File: src/rtl/bound_flasher_monitor.sv
// Passive checker for the bound flasher LED bus: decodes the thermometer code,
// follows the six-segment up/down sequence (with flick kickbacks) and flags
// protocol violations. Every output is registered.
module bound_flasher_monitor #(
    parameter int unsigned ERR_CNT_W = 8,
    parameter int unsigned SEQ_CNT_W = 8
) (
    input  logic                 clk,
    input  logic                 rst,
    input  logic [15:0]          LED,
    input  logic                 flick,
    output logic                 active,
    output logic [2:0]           phase,
    output logic                 dir,
    output logic [4:0]           lit_cnt,
    output logic                 kick,
    output logic                 seq_done,
    output logic                 err,
    output logic [1:0]           err_code,
    output logic [ERR_CNT_W-1:0] err_cnt,
    output logic [SEQ_CNT_W-1:0] seq_cnt
);

    typedef enum logic [1:0] {
        StIdle,
        StRun,
        StResync
    } state_e;

    state_e     state;
    logic       hold_exp;
    logic [4:0] prev_cnt;

    logic       legal;
    logic [4:0] n;
    logic [4:0] bound;
    logic       step_ok;
    logic       advance;
    logic       last;
    logic       kick_ok;

    // Turning point of each segment: max for up phases, min for down phases.
    function automatic logic [4:0] seg_bound(input logic [2:0] p);
        case (p)
            3'd0:    seg_bound = 5'd16;
            3'd1:    seg_bound = 5'd5;
            3'd2:    seg_bound = 5'd11;
            3'd3:    seg_bound = 5'd0;
            3'd4:    seg_bound = 5'd7;
            default: seg_bound = 5'd0;
        endcase
    endfunction

    // Thermometer decode: LED is legal only when it equals (1<<n)-1.
    always_comb begin
        logic [16:0] t;
        legal = 1'b0;
        n     = 5'd0;
        t     = 17'd0;
        for (int i = 0; i <= 16; i++) begin
            t = (17'd1 << i) - 17'd1;
            if ({1'b0, LED} == t) begin
                legal = 1'b1;
                n     = 5'(i);
            end
        end
    end

    // Expected-step check for the RUN state; even phases count up, odd count down.
    always_comb begin
        bound   = seg_bound(phase);
        step_ok = 1'b0;
        advance = 1'b0;
        last    = 1'b0;
        if (hold_exp) begin
            step_ok = (n == prev_cnt);
        end else if (!phase[0]) begin
            if (prev_cnt < bound) begin
                step_ok = (n == prev_cnt + 5'd1);
            end else begin
                step_ok = (n == prev_cnt - 5'd1);
                advance = 1'b1;
            end
        end else if (prev_cnt > bound) begin
            step_ok = (n == prev_cnt - 5'd1);
        end else if (phase != 3'd5) begin
            step_ok = (n == prev_cnt + 5'd1);
            advance = 1'b1;
        end else begin
            step_ok = (n == 5'd0);
            last    = 1'b1;
        end
        kick_ok = flick && (phase == 3'd1 || phase == 3'd3) && (n == 5'd0 || n == 5'd5);
    end

    // Sequence tracker FSM with registered outputs.
    always_ff @(posedge clk or posedge rst) begin
        if (rst) begin
            state    <= StIdle;
            hold_exp <= 1'b0;
            prev_cnt <= 5'd0;
            active   <= 1'b0;
            phase    <= 3'd0;
            dir      <= 1'b1;
            lit_cnt  <= 5'd0;
            kick     <= 1'b0;
            seq_done <= 1'b0;
            err      <= 1'b0;
            err_code <= 2'd0;
            err_cnt  <= '0;
            seq_cnt  <= '0;
        end else begin
            kick     <= 1'b0;
            seq_done <= 1'b0;
            err      <= 1'b0;
            lit_cnt  <= legal ? n : 5'd0;
            case (state)
                StIdle: begin
                    if (LED != 16'd0) begin
                        err      <= 1'b1;
                        err_code <= 2'd3;
                        if (err_cnt != '1) err_cnt <= err_cnt + 1'b1;
                        state    <= StResync;
                    end else if (flick) begin
                        state    <= StRun;
                        active   <= 1'b1;
                        phase    <= 3'd0;
                        dir      <= 1'b1;
                        hold_exp <= 1'b1;
                        prev_cnt <= 5'd0;
                    end
                end
                StRun: begin
                    if (!legal || !step_ok) begin
                        err      <= 1'b1;
                        err_code <= legal ? 2'd2 : 2'd1;
                        if (err_cnt != '1) err_cnt <= err_cnt + 1'b1;
                        state    <= StResync;
                        active   <= 1'b0;
                        phase    <= 3'd0;
                        dir      <= 1'b1;
                        hold_exp <= 1'b0;
                    end else begin
                        prev_cnt <= n;
                        hold_exp <= 1'b0;
                        if (kick_ok) begin
                            // Kickback wins over a segment advance in the same cycle.
                            phase    <= phase - 3'd1;
                            dir      <= phase[0];
                            hold_exp <= 1'b1;
                            kick     <= 1'b1;
                        end else if (last) begin
                            seq_done <= 1'b1;
                            seq_cnt  <= seq_cnt + 1'b1;
                            state    <= StIdle;
                            active   <= 1'b0;
                            phase    <= 3'd0;
                            dir      <= 1'b1;
                        end else if (advance) begin
                            phase <= phase + 3'd1;
                            dir   <= phase[0];
                        end
                    end
                end
                StResync: begin
                    // Flick is ignored here even when LED clears.
                    if (LED == 16'd0) state <= StIdle;
                end
                default: state <= StIdle;
            endcase
        end
    end

endmodule

File: config.mk
export PLATFORM = sky130hd
export DESIGN_NAME = bound_flasher_monitor
export DESIGN_NICKNAME = d
export VERILOG_FILES = /design/src/rtl/bound_flasher_monitor.sv
export SDC_FILE = /design/constraint.sdc
export NUM_CORES = 1
export LEC_CHECK = 0
export ABC_AREA = 0
export CORE_MARGIN = 2
export CORE_UTILIZATION = 55
export CTS_CLUSTER_DIAMETER = 100
export DETAILED_ROUTE_END_ITERATION = 12
export PLACE_DENSITY = 0.91
export SYNTH_ARGS = -nofsm -noshare
export SYNTH_HDL_FRONTEND = slang
export SYNTH_SLANG_ARGS = --single-unit
File: constraint.sdc
create_clock -name clk -period 9.2 [get_ports clk]
set_input_delay 1.84 -clock clk [delete_from_list [all_inputs] [get_ports clk]]
set_output_delay 1.84 -clock clk [all_outputs]
set_load 0.02 [all_outputs]
# Yosys cells after proc, flatten, opt, wreduce, memory -nomap -nowiden
# Index checks and enable logic that the tools add are counted.
[totals]
regBits = 39
input_bits = 19
elab_cells = 178
[op_classes]
n_addsub = 6
order_cmp = 2
n_eq_ne = 38
muxes = 97
bitwise = 2
reduce_logical = 20
[ops]
columns = ["cell", "count"]
rows = [
  ["5-bit 2-to-1 mux", 19],
  ["1-bit 2-to-1 mux", 50],
  ["8-bit 2-to-1 mux", 3],
  ["5-bit one-hot mux with 4 select lines", 1],
  ["2-bit 2-to-1 mux", 9],
  ["3-bit 2-to-1 mux", 6],
  ["8-bit by 1-bit adder with 8-bit output, second input constant", 2],
  ["16-bit by 1-bit equality test with 1-bit output, second input constant", 1],
  ["16-bit by 10-bit equality test with 1-bit output, second input constant", 1],
  ["16-bit by 11-bit equality test with 1-bit output, second input constant", 1],
  ["16-bit by 12-bit equality test with 1-bit output, second input constant", 1],
  ["16-bit by 13-bit equality test with 1-bit output, second input constant", 1],
  ["16-bit by 14-bit equality test with 1-bit output, second input constant", 1],
  ["16-bit by 15-bit equality test with 1-bit output, second input constant", 1],
  ["16-bit equality test, second input constant", 1],
  ["16-bit by 2-bit equality test with 1-bit output, second input constant", 1],
  ["16-bit by 3-bit equality test with 1-bit output, second input constant", 1],
  ["16-bit by 4-bit equality test with 1-bit output, second input constant", 1],
  ["16-bit by 5-bit equality test with 1-bit output, second input constant", 1],
  ["16-bit by 6-bit equality test with 1-bit output, second input constant", 1],
  ["16-bit by 7-bit equality test with 1-bit output, second input constant", 1],
  ["16-bit by 8-bit equality test with 1-bit output, second input constant", 1],
  ["16-bit by 9-bit equality test with 1-bit output, second input constant", 1],
  ["16-bit zero test", 1],
  ["other kinds (35)", 58],
]

# Longest topological paths before layout
[logic_depth]
word_depth = 26
ltp_mapped = 17
depth_no_buf = 15

# Least setup slack after synthesis
# Ideal clock, no wire load.
[synth_path]
path_type = "input port to flip-flop"
startpoint = "input port LED[13]"
endpoint = "register seq_cnt[1]"
setup_time_ps = 125
arrival_time_ps = 4594
slack_ps = 4481
path_stages = 11
n_path_buf = 2
path_cell_list = "buf_2 nor4_4 and2_1 clkbuf_1 a32o_1 xnor2_1 nand2_1 o311a_1 a2111o_1 nor2_1 mux2_2"
[synth_between]
elab_chain_cells = 26
elab_cells_between_ends = 68
cone_classes = "20 x eq/ne; 38 x mux; 2 x bitwise; 8 x reduce/logical"
[synth_lines]
columns = ["item", "line_no", "source"]
rows = [
  ["from (decl)", "10", "input logic [15:0] LED,"],
  ["16-bit by 1-bit equality test with 1-bit output", "62", "if ({1'b0, LED} == t) begin"],
  ["1-bit 2-to-1 mux", "62", ""],
  ["5-bit 2-to-1 mux (15 in a row)", "62", ""],
  ["5-bit equality test / 5-bit zero test (equally long branches)", "--", ""],
  ["1-bit 2-to-1 mux", "86", "end else if (phase != 3'd5) begin"],
  ["1-bit 2-to-1 mux", "84", "end else if (prev_cnt > bound) begin"],
  ["1-bit 2-to-1 mux", "77", "end else if (!phase[0]) begin"],
  ["1-bit 2-to-1 mux", "75", "if (hold_exp) begin"],
  ["1-bit zero test", "134", "if (!legal || !step_ok) begin"],
  ["1-bit logical OR", "134", ""],
  ["1-bit NOT (no source line)", "--", ""],
  ["4-bit AND reduction (no source line) *", "--", ""],
  ["to (signal assigned)", "154", "seq_cnt <= seq_cnt + 1'b1;"],
  ["to (decl)", "21", "output logic [SEQ_CNT_W-1:0] seq_cnt"],
]
# Mark *: on every way between the ends. The rest lies on a longest branch, timed or not.
# A chain may end at the register's enable or synchronous reset.

# Final worst setup path
# Ends and elaborated chain as after synthesis.

==> flow_summary.yaml <==
clock_tree:
  holdBufCountCts: 0
  clkSinkCount: 39
  clk_latency_ps: 310
  cts_resized: 0
  numCtsBuffers: 5
  cts-root-buf: "clkbuf_8"
  cts.path.max_buffers: 2
  cts_max_level: 2
  cts_tree: "yes"
  path_clk_slew_ps: 80
  post_cts_buffers: 0
timing:
  setup_tns_ps: 0
  rsz0062_at_grt: "false"
  hold_violations: 0
  hold_ws_ps: 465
  slew_violations: 0
  skew_ps: 8.78
  finalCritPeriodShare: 0.581
  post-route-min-period_ps: 5350
  setup_ws_ps: 3850
  tightestPinTransition_ps: 678
  timing.fmax_mhz: 187
  setup_viol: 0
  slew_headroom: 0.543
flow_run:
  drv_cap: 0
placement:
  hpwl_mm: 5.79
  io_buffers: 49
  place_ws_ps: 3570
  dp_cells: 446
  placed_cell_area_sq_um: 3560
  globalplace.congestion: 0.909
yosys:
  synth_cells: 337
  syn_avg_cell_area_sq_um: 8.97
  synthMuxAreaShare: 0.0141
  ys_seq_elements: 39
  synth_compound_area_frac: 0.216
  ys.flop_type: "dfrtp_1"
  synthArstFlopShare: 1.00
  synth_seq_area_share: 0.323
  synthXorXnorAreaFrac: 0.0799
  syn_area_sq_um: 3020
  synth_warnings: 0
  synth-edff-count: 0
  synth-adder-area-share: 0.0662
  syn-num-nets: 372
  synth-simple-area-share: 0.258
  ys_types: 70
  synth_top_family_by_area: "simple AND/OR/NAND/NOR gates"
grt:
  track_usage: 0.268
  grt_pass1_vias: 2870
  grt_pass1_wl_mm: 13.2
  grt_start_max_net_pins: 40
  antenna_found_initial: 0
  grt.overflow.total: 0
critical_path:
  ff2ff_path_depth: 14
  end_kind: "flip-flop"
  rr_startpoint: "phase[0]"
  critPathLaunch: "LED[13]"
  cp_data_arrival_time_ps: 5540
  setup.worst_path.class: "in -> reg"
  path_max_fanout: 16
  worstPathRequired_ps: 9390
  setup.worst_path.start_class: "input port"
die:
  fp.dieW_um: 78.1
  start_util: 0.581
  rows: 26
  io_pins: 50
  fp.dieH_um: 78.1
  die-area_sq_um: 6110
  core_area_sq_um: 5200
final_layout:
  mostFrequentLayoutCells: "clkdlybuf4s50_1 (49), dfrtp_1 (38), nand2_1 (26)"
  drive_gt1_frac: 0.0703
  final_common_cell: "clkdlybuf4s50_1"
  antenna_cells: 0
  final_cells: 454
  area_delta_synth_final_pct: 20.7
  fin_area_sq_um: 3650
  utilization: 0.701
  finalNetCount: 418
power:
  leakage_nw: 1.50
  ir_worst_vdd_v: 0.0000875
  power.total_mw: 0.322
  powerDensity_nw_per_um2: 88.3
hold_path:
  hp-class: "reg -> reg"
  min_path_cells: 1
  hp-start: "seq_cnt[7]"
detailed_routing:
  postRouteWirelength_mm: 7.70
  remaining_drc_errors: 0
  via_per_inst: 6.35
  wl_per_cell_um: 17.0
  vias: 2881
  ant_nets: 0
  drtIter0Drc: 211
  dr.pass1.iters: 5
status:
  status: "complete, no violations"
-- report_power, final --
part / switching (mW) / leakage [nW] / internal [mW] / total, mW
clock: 0.0721 / 0.0408 / 0.0543 / 0.126
combinational: 0.0143 / 0.948 / 0.0103 / 0.0246
sequential: 0.0000149 / 0.515 / 0.171 / 0.171
-- area by class of cell --
type	count	area (sq um)
multi-input combinational	267	1920
clock buffer	5	68.8
fill	430	1560
inverter	20	75.1
sequential	39	977
timing repair buffer	50	498
clock inverter	3	23.8
tap	70	87.6
-- state kept, by name, indices dropped and copies added (netlist names) --
signal and flops:
lit_cnt 5, err_code 2, kick 1, active 1
err 1, seq_done 1, dir 1, state 2
phase 3, hold_exp 1, err_cnt 8, seq_cnt 8
prev_cnt 5
-- path summary, 6_finish.rpt --
path | endpoint | slack [ps]
setup / recovery | seq_cnt[1] | 3850
hold / removal | seq_cnt[7] | 470
setup reg to reg | seq_cnt[1] | 4770
hold reg to reg | seq_cnt[7] | 470
max in group asynchronous | dir | 6800
min in group asynchronous | phase[0] | 2040
-- cell families after synthesis --
kind of cell	after synthesis
flip-flops	39
AND/OR/NAND/NOR	136
AO/OA/AOI/OAI	85
adder cells (fa/ha/maj)	16
buffers and inverters	31
XOR/XNOR	26
multiplexers	4
-- metal layers --
| metal | vias to the layer above | track usage | part of all wire |
|---|---|---|---|
| li1 | 1355 | - | - |
| met5 | - | 0 | 0 |
| met2 | 131 | 0.442 | 0.47 |
| met4 | 0 | 0.114 | 0.035 |
| met1 | 1367 | 0.351 | 0.43 |
| met3 | 28 | 0.0402 | 0.068 |
-- critical path, stage by stage --
cell and delay, ps:
clkdlybuf4s50_1 570, nor4_4 410, nand3_1 210, o32ai_2 340, or3_1 230, xnor2_1 150
o311a_1 450, a2111o_1 650, nor2_1 300, mux2_2 380
-- cells in the mapped netlist, types with 3 or more instances --
cell type	number	share of area
a211oi_1	5	0.012
a21boi_0	3	0.0074
a21oi_1	12	0.020
a22o_1	5	0.014
a31oi_1	3	0.0062
and2_1	5	0.010
and3_1	7	0.014
and4_1	4	0.012
clkbuf_1	7	0.0087
dfrtp_1	38	0.31
ha_1	16	0.066
inv_1	20	0.025
nand2_1	26	0.032
nand2b_1	7	0.014
nand3_1	16	0.026
nand4_1	10	0.021
nand4_2	3	0.012
nor2_1	22	0.027
nor3_1	12	0.020
nor4_1	3	0.0062
o21a_1	3	0.0074
o21ai_0	14	0.023
o22ai_1	3	0.0062
o31a_1	3	0.0087
or3_1	7	0.014
xnor2_1	15	0.043
xor2_1	10	0.029
Note: power is estimated with default switching activity, not from simulation.
